--- src/rtl/dlx_mem_responder.sv ---
// DLX data-memory responder: wait-stated single-port word storage.
// Optional address checking enabled by defining DLX_MEMRESP_ERR_EN.
module dlx_mem_responder #(
  parameter int WAIT_CYCLES = 2,
  parameter int DEPTH_LOG2  = 6
) (
  input  logic        clock_i,
  input  logic        reset_i,
  input  logic        req_i,
  input  logic        we_i,
  input  logic [31:0] addr_i,
  input  logic [31:0] wdata_i,
  output logic [31:0] rdata_o,
  output logic        ack_o,
  output logic        busy_o,
  output logic        err_o
);

  localparam int DEPTH = 1 << DEPTH_LOG2;
  localparam logic [3:0] WAIT_INIT = 4'(WAIT_CYCLES);

  typedef enum logic [1:0] {IDLE, WAIT, ACK} state_t;

  state_t                state_q, state_d;
  logic [3:0]            cnt_q, cnt_d;
  logic                  we_q, we_d;
  logic [DEPTH_LOG2-1:0] idx_q, idx_d;
  logic [31:0]           wdata_q, wdata_d;
  logic                  err_q, err_d;
  logic [31:0]           rdata_q, rdata_d;
  logic [31:0]           mem_q [DEPTH];
  logic [31:0]           mem_d [DEPTH];

  logic                  accept;
  logic                  enter_ack;
  logic                  in_err;
  logic                  cur_we;
  logic                  cur_err;
  logic [DEPTH_LOG2-1:0] cur_idx;
  logic [31:0]           cur_wdata;

`ifdef DLX_MEMRESP_ERR_EN
  assign in_err = (|addr_i[1:0])
                | (|addr_i[31:DEPTH_LOG2+2]);
`else
  logic unused_bits;
  assign in_err = 1'b0;
  assign unused_bits = ^{addr_i[1:0],
                         addr_i[31:DEPTH_LOG2+2],
                         err_q};
`endif

  always_ff @(posedge clock_i or posedge reset_i) begin
    if (reset_i) begin
      state_q <= IDLE;
      cnt_q   <= '0;
      we_q    <= 1'b0;
      idx_q   <= '0;
      wdata_q <= '0;
      err_q   <= 1'b0;
      rdata_q <= '0;
      for (int i = 0; i < DEPTH; i++)
        mem_q[i] <= '0;
    end else begin
      state_q <= state_d;
      cnt_q   <= cnt_d;
      we_q    <= we_d;
      idx_q   <= idx_d;
      wdata_q <= wdata_d;
      err_q   <= err_d;
      rdata_q <= rdata_d;
      for (int i = 0; i < DEPTH; i++)
        mem_q[i] <= mem_d[i];
    end
  end

  // With zero wait states the access completes on the accepting
  // edge, so the live inputs stand in for the captured copy.
  always_comb begin
    accept    = (state_q == IDLE) && req_i;
    cur_we    = accept ? we_i : we_q;
    cur_idx   = accept ? addr_i[DEPTH_LOG2+1:2] : idx_q;
    cur_wdata = accept ? wdata_i : wdata_q;
    cur_err   = accept ? in_err : err_q;
    enter_ack = (accept && WAIT_CYCLES == 0)
              || (state_q == WAIT && cnt_q == 4'd1);
  end

  always_comb begin
    state_d = state_q;
    cnt_d   = cnt_q;
    we_d    = we_q;
    idx_d   = idx_q;
    wdata_d = wdata_q;
    err_d   = err_q;
    rdata_d = rdata_q;
    for (int i = 0; i < DEPTH; i++)
      mem_d[i] = mem_q[i];
    unique case (state_q)
      IDLE: begin
        if (req_i) begin
          we_d    = we_i;
          idx_d   = addr_i[DEPTH_LOG2+1:2];
          wdata_d = wdata_i;
          err_d   = in_err;
          if (WAIT_CYCLES == 0) begin
            state_d = ACK;
          end else begin
            state_d = WAIT;
            cnt_d   = WAIT_INIT;
          end
        end
      end
      WAIT: begin
        cnt_d = cnt_q - 4'd1;
        if (cnt_q == 4'd1)
          state_d = ACK;
      end
      ACK:     state_d = IDLE;
      default: state_d = IDLE;
    endcase
    if (enter_ack) begin
      if (cur_we) begin
        if (!cur_err)
          mem_d[cur_idx] = cur_wdata;
      end else begin
        rdata_d = cur_err ? 32'h0 : mem_q[cur_idx];
      end
    end
  end

  always_comb begin
    ack_o   = (state_q == ACK);
    busy_o  = (state_q != IDLE);
    rdata_o = rdata_q;
`ifdef DLX_MEMRESP_ERR_EN
    err_o   = (state_q == ACK) && err_q;
`else
    err_o   = 1'b0;
`endif
  end

endmodule

--- config.mk ---
export PLATFORM = sky130hd
export DESIGN_NAME = dlx_mem_responder
export DESIGN_NICKNAME = d
export VERILOG_FILES = /design/src/rtl/dlx_mem_responder.sv
export SDC_FILE = /design/constraint.sdc
export NUM_CORES = 2
export LEC_CHECK = 0
export BUFFER_PORTS_ARGS = -buffer_cell sky130_fd_sc_hd__buf_2
export CORE_MARGIN = 1
export CORE_UTILIZATION = 40
export CTS_CLUSTER_SIZE = 40
export DETAILED_ROUTE_END_ITERATION = 16
export MAX_ROUTING_LAYER = met4
export PLACE_DENSITY_LB_ADDON = 0.15
export SYNTH_ARGS = -nofsm -noshare
export SYNTH_HDL_FRONTEND = slang
export SYNTH_SLANG_ARGS = --single-unit
--- constraint.sdc ---
create_clock -name clock_i -period 81 [get_ports clock_i]
set_input_delay 4.05 -clock clock_i [delete_from_list [all_inputs] [get_ports clock_i]]
set_output_delay 4.05 -clock clock_i [all_outputs]
set_load 0.05 [all_outputs]
* Word level (Yosys, flattened, before mapping)
Index checks and enable logic that the tools add are counted.
W data, S select, Z words.
** Word-level totals
- Bits in registers :: 2125
- Input port bits :: 68
- Output and inout bits :: 35
- Logic and storage cells :: 105
** Operators by class
- Add/subtract/negate cells :: 1
- $lt $le $gt $ge :: 2
- Equality and inequality tests :: 5
- Mux-type cells :: 14
- Bitwise gates (word level) :: 2
- Reductions and logical operators :: 11
** Operators by type and width (number)
- $bwmux W2048 :: 1
- $bmux W32 S6 :: 1
- $demux W32 S6 :: 1
- $mux W32 :: 4
- $reduce_and A2 Y1 :: 5
- $pmux W4 S2 :: 1
- $ge A7 B7 Y1 const B :: 1
- $lt A7 B1 Y1 const B :: 1
- $not A6 Y7 :: 1
- $mux W6 :: 1
- $eq A4 B1 Y1 const B :: 1
- $mux W2 :: 2
- $mux W4 :: 1
- $pmux W2 S2 :: 1
- $reduce_bool A2 Y1 :: 2
- $sub A4 B1 Y4 const B :: 1
- $logic_and A1 B1 Y1 :: 3
- $eq A2 B1 Y1 const B :: 1
- $eq A2 B2 Y1 const B :: 1
- $logic_not A2 Y1 :: 1
- $ne A2 B1 Y1 const B :: 1
- $ne A2 B2 Y1 const B :: 1
- $mux W1 :: 1
- $not A1 Y1 :: 1

* Longest topological paths before layout
- Depth after elaboration :: 9
- Gate-level depth with buffers :: 13
- Mapped depth without buffers :: 8

* Worst setup path after synthesis
OpenSTA, ideal clock, no wires.
- Path type :: input-to-reg
- Start :: input req_i
- End :: register rdata_q[5], in the netlist rdata_o[5]
- Setup time :: 143 ps
- Data arrival time :: 6516 ps
- Required time :: 80857 ps
- Setup slack :: 74341 ps
- Stages :: 7
- Path buffers :: 2
- Cell sequence :: nor3b_2 mux2i_2 buf_6 buf_2 mux4_2 a2111oi_0 a31oi_1
** Between the ends
- Longest elaborated chain between the ends :: 6
- Elaborated cells on any way between the ends :: 9
- Those cells by class :: mux: 5; bitwise: 2; reduce/logical: 2
** Ends and longest elaborated chain
- start: declaration :: line 9 : input logic req_i,
- $logic_and A1 B1 Y1 (*) :: line 80 : accept = (state_q == IDLE) && req_i;
- $mux W6 :: line 82 : cur_idx = accept ? addr_i[DEPTH_LOG2+1:2] : idx_q;
- $not A6 Y7 (implied by the code) :: line 127 : rdata_d = cur_err ? 32'h0 : mem_q[cur_idx];
- $bmux W32 S6 :: line 127
- $mux W32 (implied by the code) (2 in series) :: line 127
- end signal: assignment :: line 71 : rdata_q <= rdata_d;
- end: declaration :: line 30 : logic [31:0] rdata_q, rdata_d;
Every way passes the cells marked *; elsewhere a longest branch is shown, timed or not. The select of a mux whose other input is x is not followed.
A chain may end at the register's enable or synchronous reset.

* Worst setup path after layout
- Start :: input req_i
- End :: register mem_q[800] in the netlist's numbering
** Between the ends
- Longest elaborated chain between the ends :: 8
- Elaborated cells on any way between the ends :: 12
- Those cells by class :: order compare: 2; mux: 6; bitwise: 1; reduce/logical: 3
** Ends and longest elaborated chain
- $logic_and A1 B1 Y1 (*) :: line 80
- $mux W6 :: line 82
- $not A6 Y7 (implied by the code) :: line 125 : mem_d[cur_idx] = cur_wdata;
- $ge A7 B7 Y1 (implied by the code) / $lt A7 B1 Y1 (equally long branches) :: line 125
- $logic_and A1 B1 Y1 (implied by the code) :: line 125
- $mux W32 (implied by the code) :: line 125
- $demux W32 S6 :: line 125
- $bwmux W2048 :: line 125
- end signal: indexed assignment :: line 73 : mem_q[i] <= mem_d[i];
- end: declaration :: line 31 : logic [31:0] mem_q [DEPTH];
Every way passes the cells marked *; elsewhere a longest branch is shown, timed or not.

==> results.toml <==
[run_status]
status = "finished with violations"
violations = "capacitance limit"

[cts]
cts.sinks = 2125
htree_levels = 4
cts_setup_buffers = 0
clkTransAtPathRegs_ns = 0.06
cts_root_buffer = "clkbuf_16"
worstSkewPairLatency_ns = 0.88
cts_tree = "yes"
cts-resized-gates = 0
holdBufCountCts = 0
clock_path_buffers = 3
numCtsBuffers = 223

[synthesis]
yosys-top-cells-area = "dfrtp_1, a21oi_1, nor2_1"
synth.avg_cell_area_sq_um = 9.57
syn_nets = 9688
syn-instance-count = 9618
ys_types = 71
yosys_warnings = 0
synth-seq-cells = 2125
synth_area_sq_um = 92100
synth_seq_area_share_pct = 57.7
synth-edff-count = 0
yosysTopAreaCell = "dfrtp_1"
synth_top_area_share_pct = 57.7
synthArstFlopShare_pct = 100
synth_flop_cell = "dfrtp_1"

[setup_path]
worstPathMaxFanout = 37
crit_arrival_ns = 10.58
r2r_start = "state_q[0]"
required_ns = 81.70
crit_path_end_kind = "flip-flop"
critical_path_class = "input pin to flip-flop"
path_buf_inv = 7
timing.rr.end = "mem_q[800]"
path_cells = "buf_2 > or3b_4 > buf_4 > buf_4 > buf_4 > mux2i_4 > buf_4 > buf_4 > nand3_4 > nor2_4 > buf_4 > a21oi_1"
r2r_slack_ns = 74.02
critPathMaxStageDelay_ns = 0.87
startpoint_type = "input pin"
crit_top_cell = "buf_4"
cp_top_family = "buffers and inverters"
slowest_stage = "nor2_4"
r2r_cells = 11

[placement]
dp_cells = 11900
dpl.hpwl_um = 179000
io_buffers = 75
place.gp.congestion = 0.813

[floorplan]
die_y_um = 482
row_count = 175
fp.coreArea_sq_um = 228000
die_area_sq_um = 232000
io_pins = 103
start_util_pct = 40.4
die_w_um = 482

[timing]
setup_violations = 0
slew_headroom_pct = 1.15
fin_crit_ns = 9.88
clock_skew_ns = 0.0430
fin_tns_setup_ns = 0
finalHoldViolations = 0
tightest_slew_ns = 1.48
rsz0062_at_grt = "no"
fmax_mhz = 101
fin_crit_sh_pct = 12.2
slew_violations = 0

[global_routing]
antenna_found_initial = 6
grt_pass1_vias = 70000
track_usage_pct = 28.6
grt-ovfl-total = 0
grt_pass1_wl_um = 478000
grt_max_degree = 178

[min_path]
min-delay-start = "cnt_q[3]"
min_to = "cnt_q[3]"
hold_depth = 1
min_path_type = "flip-flop to flip-flop"

[detailed_routing]
first_iter_violations = 6720
avgViaCountPerCell = 5.86
met1_length_um = 140000
vias = 72400
wire_per_inst_um = 26.2
wl_met2_um = 151000
dr.pass1.iters = 6
route.met3.wl_um = 18300
wirelength_um = 323000
top_layer = "met4"
ant_nets = 0
drc = 0

[power_and_ir_drop]
power_leakage_nw = 45.9
p_per_area_nw_per_um2 = 34.1
ir_worst_vdd_mv = 0.0691

[final_layout]
most-common-layout-cells = "dfrtp_1, nor2_1, a21oi_1, nand2_1, a22oi_1"
area_delta_synth_final_pct = 10.8
multi_input_area_sq_um = 35500
stdcell_count = 12400
nets = 9230
regArea_sq_um = 53200
final_layout_size_suffix_gt1_share_pct = 9.15
fillers = 21700
final_common_cell = "dfrtp_1"

[flow_run]
cap_violations = 1
final cells by class:
cell class / instances / area share [%]
timing repair buffer: 280 / 1.99
clock inverter: 63 / 0.684
antenna: 5 / 0.0123
tap: 3009 / 3.69
inverter: 45 / 0.185
clock buffer: 342 / 6.55
multi-input combinational: 6485 / 34.8
sequential: 2125 / 52.1
registers in the layout, indices dropped and copies added, names as in the netlist:
register  cells
state_q       2
idx_q         6
wdata_q      32
rdata_o      32
mem_q      2048
cnt_q         4
we_q          1
worst reg2reg max path, stage by stage, from the launching register on:
cell and delay [ns]:
dfrtp_1 0.46, or3b_4 0.61, buf_4 0.42, buf_4 0.72, buf_4 0.82, mux2i_4 0.34
buf_4 0.60, buf_4 0.77, nand3_4 0.42, nor2_4 0.87, buf_4 0.62, a21oi_1 0.17
metrics by stage:
step | total power [mW] | hold slack, ns | area (sq um) | worst slack [ns] | utilization (%)
global placement | 2.42 | 0.483 | 94700 | 70.36 | 41.5
floorplan | 2.05 | 0.457 | 92100 | 16.92 | -
CTS | 3.49 | 0.497 | 102000 | 71.22 | 44.7
finish | 3.48 | 0.512 | 102000 | 71.12 | 44.7
detailed placement | 2.45 | 0.485 | 94700 | 70.30 | 41.5
global route | 3.63 | 0.538 | 102000 | 70.95 | 44.7
synthesized netlist by cell type, drive strengths merged (19+ instances only):
library cell,number
nand4,42
buf,498
a31oi,151
mux4,40
a21oi,2060
mux2,24
and3,32
a32oi,19
nand2,521
nand3,296
a22oi,350
clkbuf,465
a22o,116
nor2,2151
a2111oi,48
nor4bb,24
inv,45
dfrtp,2125
a31o,23
a221oi,110
mux2i,203
nand4b,104
metal layers:
metal | track usage [%] | vias up
li1 | - | 32600
met1 | 38.1 | 36700
met2 | 45.0 | 2522
met3 | 3.10 | 533
met4 | 11.1 | 0
met5 | - | -
power by group:
group	switching [mW]	internal (mW)
Sequential	0.109	1.25
Combinational	0.827	0.261
Clock	0.439	0.597
Total	1.37	2.11
worst max path at each step:
| stage | start | to | slack (ns) | cells after the start |
|---|---|---|---|---|
| 2_1_floorplan | reset_i | cnt_q[0] | 16.92 | 1 |
| 6_report | req_i | mem_q[800] | 71.12 | 12 |
| 3_3_place_gp | req_i | mem_q[803] | 70.36 | 12 |
| 3_5_place_dp | req_i | mem_q[803] | 70.30 | 12 |
| 4_1_cts | req_i | mem_q[803] | 71.22 | 12 |
| 5_1_grt | req_i | mem_q[806] | 70.95 | 13 |
cells by family after synthesis:
kind of cell,count (synthesis),share of synthesized area [%]
flip-flops,2125,57.7
other,1,0.00407
AO/OA/AOI/OAI,2958,18.9
multiplexers,267,3.50
XOR/XNOR,1,0.00951
adder cells (fa/ha/maj),2,0.0272
buffers and inverters,1008,4.75
AND/OR/NAND/NOR,3256,15.1
(Power assumes the default switching activity.)
